===== config.mk =====
export PLATFORM = sky130hd
export DESIGN_NAME = usb_rx_decoder
export DESIGN_NICKNAME = d
export VERILOG_FILES = /design/src/rtl/usb_rx_decoder.sv
export SDC_FILE = /design/constraint.sdc
export NUM_CORES = 1
export LEC_CHECK = 0
export ABC_AREA = 1
export ABC_CLOCK_PERIOD_IN_PS = 2000
export BUFFER_PORTS_ARGS = -buffer_cell sky130_fd_sc_hd__buf_2
export CELL_PAD_IN_SITES_DETAIL_PLACEMENT = 0
export CELL_PAD_IN_SITES_GLOBAL_PLACEMENT = 1
export CORE_MARGIN = 5
export CORE_UTILIZATION = 43
export CTS_CLUSTER_DIAMETER = 120
export DETAILED_ROUTE_END_ITERATION = 6
export PLACE_DENSITY_LB_ADDON = 0.1
export SLEW_MARGIN = 25
export SYNTH_ARGS = -nofsm -noshare
export SYNTH_HDL_FRONTEND = slang
export SYNTH_SLANG_ARGS = --single-unit

===== constraint.sdc =====
create_clock -name clk -period 2 [get_ports clk]
set_clock_uncertainty 0.1 [all_clocks]
set_input_delay 0 -clock clk [delete_from_list [all_inputs] [get_ports clk]]
set_output_delay 0 -clock clk [all_outputs]
set_load 0.02 [all_outputs]

===== src/rtl/usb_rx_decoder.sv =====
// rtl/usb_rx_decoder.sv - USB full-speed receive decoder: SYNC, NRZI, destuffing, byte assembly, EOP
// Optional build macro USB_RX_EDGE_RESYNC_EN re-centres the bit sampler on every J<->K edge inside a packet.
module usb_rx_decoder #(
  parameter int CLKS_PER_BIT = 4
) (
  input  logic       clk,
  input  logic       rst,
  input  logic       dplus_in,
  input  logic       dminus_in,
  output logic [7:0] rx_data,
  output logic       rx_data_valid,
  output logic       rx_active,
  output logic       rx_eop,
  output logic       rx_error
);

  localparam int PW = (CLKS_PER_BIT > 1) ? $clog2(CLKS_PER_BIT) : 1;
  localparam logic [PW-1:0] PHASE_LAST   = PW'(CLKS_PER_BIT - 1);
  localparam logic [PW-1:0] PHASE_STROBE = PW'(CLKS_PER_BIT / 2 - 1);

  typedef enum logic [1:0] {LV_SE0 = 2'd0, LV_J = 2'd1, LV_K = 2'd2} level_e;
  typedef enum logic [2:0] {S_IDLE, S_SYNC, S_DATA, S_EOP, S_WAIT_IDLE} state_e;

  logic          dp_meta_q, dp_sync_q, dm_meta_q, dm_sync_q;
  level_e        cur_lvl, prev_lvl_q;
  level_e        last_lvl_q, last_lvl_d;
  logic [PW-1:0] phase_q, phase_d;
  state_e        state_q, state_d;
  logic [2:0]    sync_cnt_q, sync_cnt_d;
  logic [2:0]    ones_cnt_q, ones_cnt_d;
  logic [2:0]    bit_cnt_q, bit_cnt_d;
  logic [7:0]    shreg_q, shreg_d;
  logic          se0_twice_q, se0_twice_d;
  logic [2:0]    j_cnt_q, j_cnt_d;
  logic          wait_se0_q, wait_se0_d;
  logic [7:0]    data_q, data_d;
  logic          valid_q, valid_d;
  logic          active_q, active_d;
  logic          eop_q, eop_d;
  logic          err_q, err_d;

  logic strobe, is_se0, nrzi_bit, jk_edge;

  always_comb begin
    case ({dp_sync_q, dm_sync_q})
      2'b10:   cur_lvl = LV_J;
      2'b01:   cur_lvl = LV_K;
      default: cur_lvl = LV_SE0;
    endcase
  end

  assign strobe   = (phase_q == PHASE_STROBE);
  assign is_se0   = (cur_lvl == LV_SE0);
  assign nrzi_bit = (cur_lvl == last_lvl_q);
  assign jk_edge  = (prev_lvl_q == LV_J) && (cur_lvl == LV_K);

`ifdef USB_RX_EDGE_RESYNC_EN
  logic any_edge;
  assign any_edge = ((prev_lvl_q == LV_J) && (cur_lvl == LV_K)) ||
                    ((prev_lvl_q == LV_K) && (cur_lvl == LV_J));
`endif

  always_comb begin
    phase_d = (phase_q == PHASE_LAST) ? '0 : phase_q + PW'(1);
    if ((state_q == S_IDLE) && jk_edge) begin
      phase_d = '0;
    end
`ifdef USB_RX_EDGE_RESYNC_EN
    if (((state_q == S_SYNC) || (state_q == S_DATA) || (state_q == S_EOP)) && any_edge) begin
      phase_d = '0;
    end
`endif
  end

  always_comb begin
    state_d     = state_q;
    last_lvl_d  = last_lvl_q;
    sync_cnt_d  = sync_cnt_q;
    ones_cnt_d  = ones_cnt_q;
    bit_cnt_d   = bit_cnt_q;
    shreg_d     = shreg_q;
    se0_twice_d = se0_twice_q;
    j_cnt_d     = j_cnt_q;
    wait_se0_d  = wait_se0_q;
    data_d      = data_q;
    active_d    = active_q;
    valid_d     = 1'b0;
    eop_d       = 1'b0;
    err_d       = 1'b0;

    if (strobe && !is_se0) begin
      last_lvl_d = cur_lvl;
    end

    case (state_q)
      S_IDLE: begin
        if (jk_edge) begin
          state_d    = S_SYNC;
          sync_cnt_d = 3'd0;
        end
      end

      S_SYNC: begin
        if (strobe) begin
          if (!is_se0 && !nrzi_bit && (sync_cnt_q != 3'd7)) begin
            sync_cnt_d = sync_cnt_q + 3'd1;
          end else if (!is_se0 && nrzi_bit && (sync_cnt_q == 3'd7)) begin
            state_d    = S_DATA;
            active_d   = 1'b1;
            ones_cnt_d = 3'd1;
            bit_cnt_d  = 3'd0;
          end else begin
            // Malformed SYNC is treated as line noise: no error pulse.
            state_d    = S_WAIT_IDLE;
            j_cnt_d    = 3'd0;
            wait_se0_d = is_se0;
          end
        end
      end

      S_DATA: begin
        if (strobe) begin
          if (is_se0) begin
            state_d     = S_EOP;
            se0_twice_d = 1'b0;
          end else if (ones_cnt_q == 3'd6) begin
            if (nrzi_bit) begin
              err_d      = 1'b1;
              active_d   = 1'b0;
              state_d    = S_WAIT_IDLE;
              j_cnt_d    = 3'd0;
              wait_se0_d = 1'b0;
            end else begin
              ones_cnt_d = 3'd0;
            end
          end else begin
            shreg_d    = {nrzi_bit, shreg_q[7:1]};
            ones_cnt_d = nrzi_bit ? ones_cnt_q + 3'd1 : 3'd0;
            bit_cnt_d  = bit_cnt_q + 3'd1;
            if (bit_cnt_q == 3'd7) begin
              data_d  = {nrzi_bit, shreg_q[7:1]};
              valid_d = 1'b1;
            end
          end
        end
      end

      S_EOP: begin
        if (strobe) begin
          if (is_se0) begin
            se0_twice_d = 1'b1;
          end else if ((cur_lvl == LV_J) && se0_twice_q) begin
            eop_d     = 1'b1;
            err_d     = (bit_cnt_q != 3'd0);
            active_d  = 1'b0;
            bit_cnt_d = 3'd0;
            state_d   = S_IDLE;
          end else begin
            err_d      = 1'b1;
            active_d   = 1'b0;
            state_d    = S_WAIT_IDLE;
            j_cnt_d    = 3'd0;
            wait_se0_d = 1'b0;
          end
        end
      end

      S_WAIT_IDLE: begin
        active_d = 1'b0;
        if (strobe) begin
          if (cur_lvl == LV_J) begin
            if (wait_se0_q || (j_cnt_q == 3'd7)) begin
              state_d    = S_IDLE;
              j_cnt_d    = 3'd0;
              wait_se0_d = 1'b0;
            end else begin
              j_cnt_d = j_cnt_q + 3'd1;
            end
          end else if (cur_lvl == LV_K) begin
            j_cnt_d    = 3'd0;
            wait_se0_d = 1'b0;
          end else begin
            j_cnt_d    = 3'd0;
            wait_se0_d = 1'b1;
          end
        end
      end

      default: begin
        state_d  = S_IDLE;
        active_d = 1'b0;
      end
    endcase
  end

  always_ff @(posedge clk) begin
    if (rst) begin
      dp_meta_q   <= 1'b1;
      dp_sync_q   <= 1'b1;
      dm_meta_q   <= 1'b0;
      dm_sync_q   <= 1'b0;
      prev_lvl_q  <= LV_J;
      last_lvl_q  <= LV_J;
      phase_q     <= '0;
      state_q     <= S_IDLE;
      sync_cnt_q  <= 3'd0;
      ones_cnt_q  <= 3'd0;
      bit_cnt_q   <= 3'd0;
      shreg_q     <= 8'h00;
      se0_twice_q <= 1'b0;
      j_cnt_q     <= 3'd0;
      wait_se0_q  <= 1'b0;
      data_q      <= 8'h00;
      valid_q     <= 1'b0;
      active_q    <= 1'b0;
      eop_q       <= 1'b0;
      err_q       <= 1'b0;
    end else begin
      dp_meta_q   <= dplus_in;
      dp_sync_q   <= dp_meta_q;
      dm_meta_q   <= dminus_in;
      dm_sync_q   <= dm_meta_q;
      prev_lvl_q  <= cur_lvl;
      last_lvl_q  <= last_lvl_d;
      phase_q     <= phase_d;
      state_q     <= state_d;
      sync_cnt_q  <= sync_cnt_d;
      ones_cnt_q  <= ones_cnt_d;
      bit_cnt_q   <= bit_cnt_d;
      shreg_q     <= shreg_d;
      se0_twice_q <= se0_twice_d;
      j_cnt_q     <= j_cnt_d;
      wait_se0_q  <= wait_se0_d;
      data_q      <= data_d;
      valid_q     <= valid_d;
      active_q    <= active_d;
      eop_q       <= eop_d;
      err_q       <= err_d;
    end
  end

  assign rx_data       = data_q;
  assign rx_data_valid = valid_q;
  assign rx_active     = active_q;
  assign rx_eop        = eop_q;
  assign rx_error      = err_q;

endmodule


==> metrics.md <==
| Metric | Value |
|---|---|
| Die Area | `just over 7000 um2` |
| Ports | `16` |
| Post-Syn Area | `approximately 2400 um2` |
| Worst setup slack after placement | `-0.00648 ns` |
| Maxcap violations | `0` |
| Post-CTS setup buffers | `0` |
| Internal | `1.94 mW` |
| DR iter-0 viols | `roughly 140` |
| Worst hold path class | `reg -> reg` |
| Mapped Nets | `around 360` |
| Worst-Margin Slew | `between 0.8 and 0.9 ns` |
| Cts bufs inserted | `5` |
| DRT Pass-1 Iters | `4` |
| Largest net degree at the start of global routing | `30` |
| CTS tree | `built` |
| Die X | `between 80 and 90 um` |
| Sw Ratio | `0.440` |
| Number of port buffers | `15` |
| Sequential group share of total power | `0.346` |
| Yosys top cell area share | `0.384` |
| Max clock buf depth | `2` |
| Final WS setup | `around 0.15 ns` |
| FF/Latch Area | `between 900 and 1000 um2` |
| Vias in the first global route | `between 2,000 and 2,500` |
| # setup viols final | `0` |
| WL/cell | `roughly 12 um` |
| Worst skew pair latency | `roughly 0.30 ns` |
| Antenna violations before repair | `0` |
| Switching power | `about 1.5 mW` |
| Worst-path clk slew | `0.09 ns` |
| Main flop type after synthesis | `dfxtp_1` |
| Vias | `~2,100` |
| Detail Route Antenna Nets | `0` |
| Static leakage | `roughly 1.3 nW` |
| Critical path class | `reg -> reg` |
| RSZ-0062 raised after global routing | `no` |
| Top cells by count, synth | `nand2_1 (76), nor2_1 (71), dfxtp_1 (46)` |
| Area of the multi-input gates | `about 1300 um2` |
| Post-synth EDFFs | `0` |
| Avg Synthesized Cell Area | `6.95 um2` |
| Worst-path fanout max | `6` |
| Post-synth ARST share | `0` |
| Drt total wl | `5.29 mm` |
| Clock power share | `0.175` |
| FP Rows | `27` |
| Root buffer cell | `clkbuf_8` |
| WP data arrival | `~2.0 ns` |
| Synth area leaders | `dfxtp_1 (38%), nand2_1 (12%), nor2_1 (11%)` |
| Total track usage | `0.159` |
| Post-Synthesis Cells | `345` |
| Pins over their slew limit | `0` |
| Vias per inst | `4.78` |
| Status | `finished clean` |
| P&R area growth vs syn | `13.9%` |
| Ys Warns | `0` |
| Hold Slack | `roughly 0.32 ns` |
| Cell area after layout | `between 2000 and 3000 um2` |
| GR Overflow Total | `0` |
| Gate power share | `0.479` |
| Seq/Total Area, Yosys | `0.384` |
| Starting Density | `0.438` |
| Post-DP HPWL | `about 3.9 mm` |
| H-Tree Depth | `2` |
| Count leader, synth | `nand2_1` |
| Post-route DRC | `0` |
| Setup crit end kind | `register` |
| Fill cells | `between 500 and 600` |
| Share of post-route cells with drive strength above 1 | `0.178` |
| Fmax | `between 500 and 600 MHz` |
| Reg-to-reg setup timing slack | `approximately 0.15 ns` |
| Core Box Area | `5470 um2` |
| Clock Sinks | `between 40 and 50` |
| Tcrit/Tclk final | `0.925` |
| Minimum clock period | `1.85 ns` |
| Max-slew headroom | `0.439` |
| IR drop worst, VDD | `between 0.0006 and 0.0007 V` |
| Global-route wire length before repair | `9.18 mm` |
| Worst endpoint required time | `2.10 ns` |
| Die height | `84.7 um` |
| Power Dens Cells | `about 1300 nW/um2` |
| GP Congestion | `around 0.9` |
| Final Hold Fails | `0` |
| Layout Utilization | `0.499` |
| Post-layout nets | `between 300 and 400` |
| Startpoint types | `register` |
| Cell variety after synth | `31` |
| Post-synth top area cell | `dfxtp_1` |
| Post-place instance area | `2570 um2` |
| Seq cells post-synth | `46` |
| # diodes | `0` |
==> power by group through the flow <==
| stage | combinational [mW] | sequential, mW | clock (mW) |
|---|---|---|---|
| CTS | 1.64 | 1.20 | 0.635 |
| floorplan | 1.30 | 1.18 | 0 |
| detailed placement | 1.62 | 1.22 | 0 |
| global placement | 1.63 | 1.21 | 0 |
| global route | 1.91 | 1.23 | 0.675 |
| finish | 1.66 | 1.20 | 0.608 |
==> worst paths after layout <==
| kind | cells past startpoint | start | endpoint |
|---|---|---|---|
| worst max-delay path | 10 | dp_sync_q$_SDFF_PP1_ | sync_cnt_q[1]$_SDFFE_PP0P_ |
| worst min-delay path | 1 | dp_meta_q$_SDFF_PP1_ | dp_sync_q$_SDFF_PP1_ |
| worst max register to register | 10 | dp_sync_q$_SDFF_PP1_ | sync_cnt_q[1]$_SDFFE_PP0P_ |
| worst min register to register | 1 | dp_meta_q$_SDFF_PP1_ | dp_sync_q$_SDFF_PP1_ |
==> repair_timing <==
item | CTS | global route
setup endpoints to repair | 3 | 19
hold buffers | 4 | 0
pin swaps | 0 | 2
gates resized for setup | 1 | 14
endpoints found under the hold margin | 7 | 0
==> metrics by stage <==
| stage | cells | TNS, ns | power (mW) |
|---|---|---|---|
| detailed placement | 431 | -0.0103 | 2.84 |
| CTS | 443 | 0 | 3.47 |
| global placement | 431 | -0.102 | 2.84 |
| floorplan | 345 | 0 | 2.48 |
| finish | 443 | 0 | 3.47 |
| global route | 443 | 0 | 3.81 |
==> state kept, by name, indices dropped and copies added (netlist names) <==
name           cells
rx_data            8
shreg_q            7
bit_cnt_q          3
j_cnt_q            3
ones_cnt_q         3
state_q            3
sync_cnt_q         3
last_lvl_q         2
phase_q            2
prev_lvl_q         2
dm_meta_q          1
dm_sync_q          1
dp_meta_q          1
dp_sync_q          1
rx_active          1
rx_data_valid      1
rx_eop             1
rx_error           1
se0_twice_q        1
wait_se0_q         1
==> per-layer routing <==
layer | wire length [um] | share of wire | global-route usage
met1 | 2640 | 0.50 | 0.198
met2 | 2330 | 0.44 | 0.263
met3 | 208 | 0.039 | 0.0373
met4 | 112 | 0.021 | 0.0662
met5 | 0 | 0 | 0
==> cells by family (layout without fill, tap and decap cells) <==
| group | after synthesis | in the layout | share of synthesized area |
|---|---|---|---|
| fa+ha+maj | 14 | 14 | 0.0730 |
| compound gates | 43 | 43 | 0.103 |
| xor+xnor | 1 | 1 | 0.00365 |
| flops | 46 | 46 | 0.384 |
| buf+inv | 54 | 80 | 0.0949 |
| simple gates | 187 | 187 | 0.342 |
==> placed cells by master, fill, tap and decap left out, types with 3 or more instances in the layout <==
| cell | n |
|---|---|
| dfxtp_1 | 45 |
| nor4_1 | 3 |
| nor2_1 | 67 |
| buf_4 | 9 |
| a21oi_1 | 18 |
| inv_1 | 37 |
| nand3_1 | 14 |
| nand2_1 | 74 |
| buf_2 | 15 |
| ha_1 | 12 |
| clkbuf_8 | 6 |
| inv_2 | 5 |
| nor3_1 | 7 |
| nor2_4 | 5 |
| or2_2 | 3 |
| nand2_2 | 4 |
| o21ai_0 | 15 |
| nor2_2 | 6 |
| dlygate4sd3_1 | 4 |
==> worst max-delay path, cell delays in order (launching register included) <==
cell	delay [ns]
dfxtp_1	0.37
inv_1	0.06
ha_2	0.32
inv_2	0.12
nand2_1	0.07
nor2_2	0.17
nand2_2	0.11
nand2_1	0.07
nand2_1	0.12
o21ai_0	0.17
nor2_1	0.05
==> cell type report <==
cell class / instances / share of cell area
Timing Repair Buffer: 28 / 0.0669
Clock inverter: 1 / 0.00321
Tap cell: 72 / 0.0330
Clock buffer: 7 / 0.0316
Inverter: 44 / 0.0614
Multi-Input combinational cell: 245 / 0.466
Sequential cell: 46 / 0.338
No activity file was read; power rests on OpenSTA's default activity.
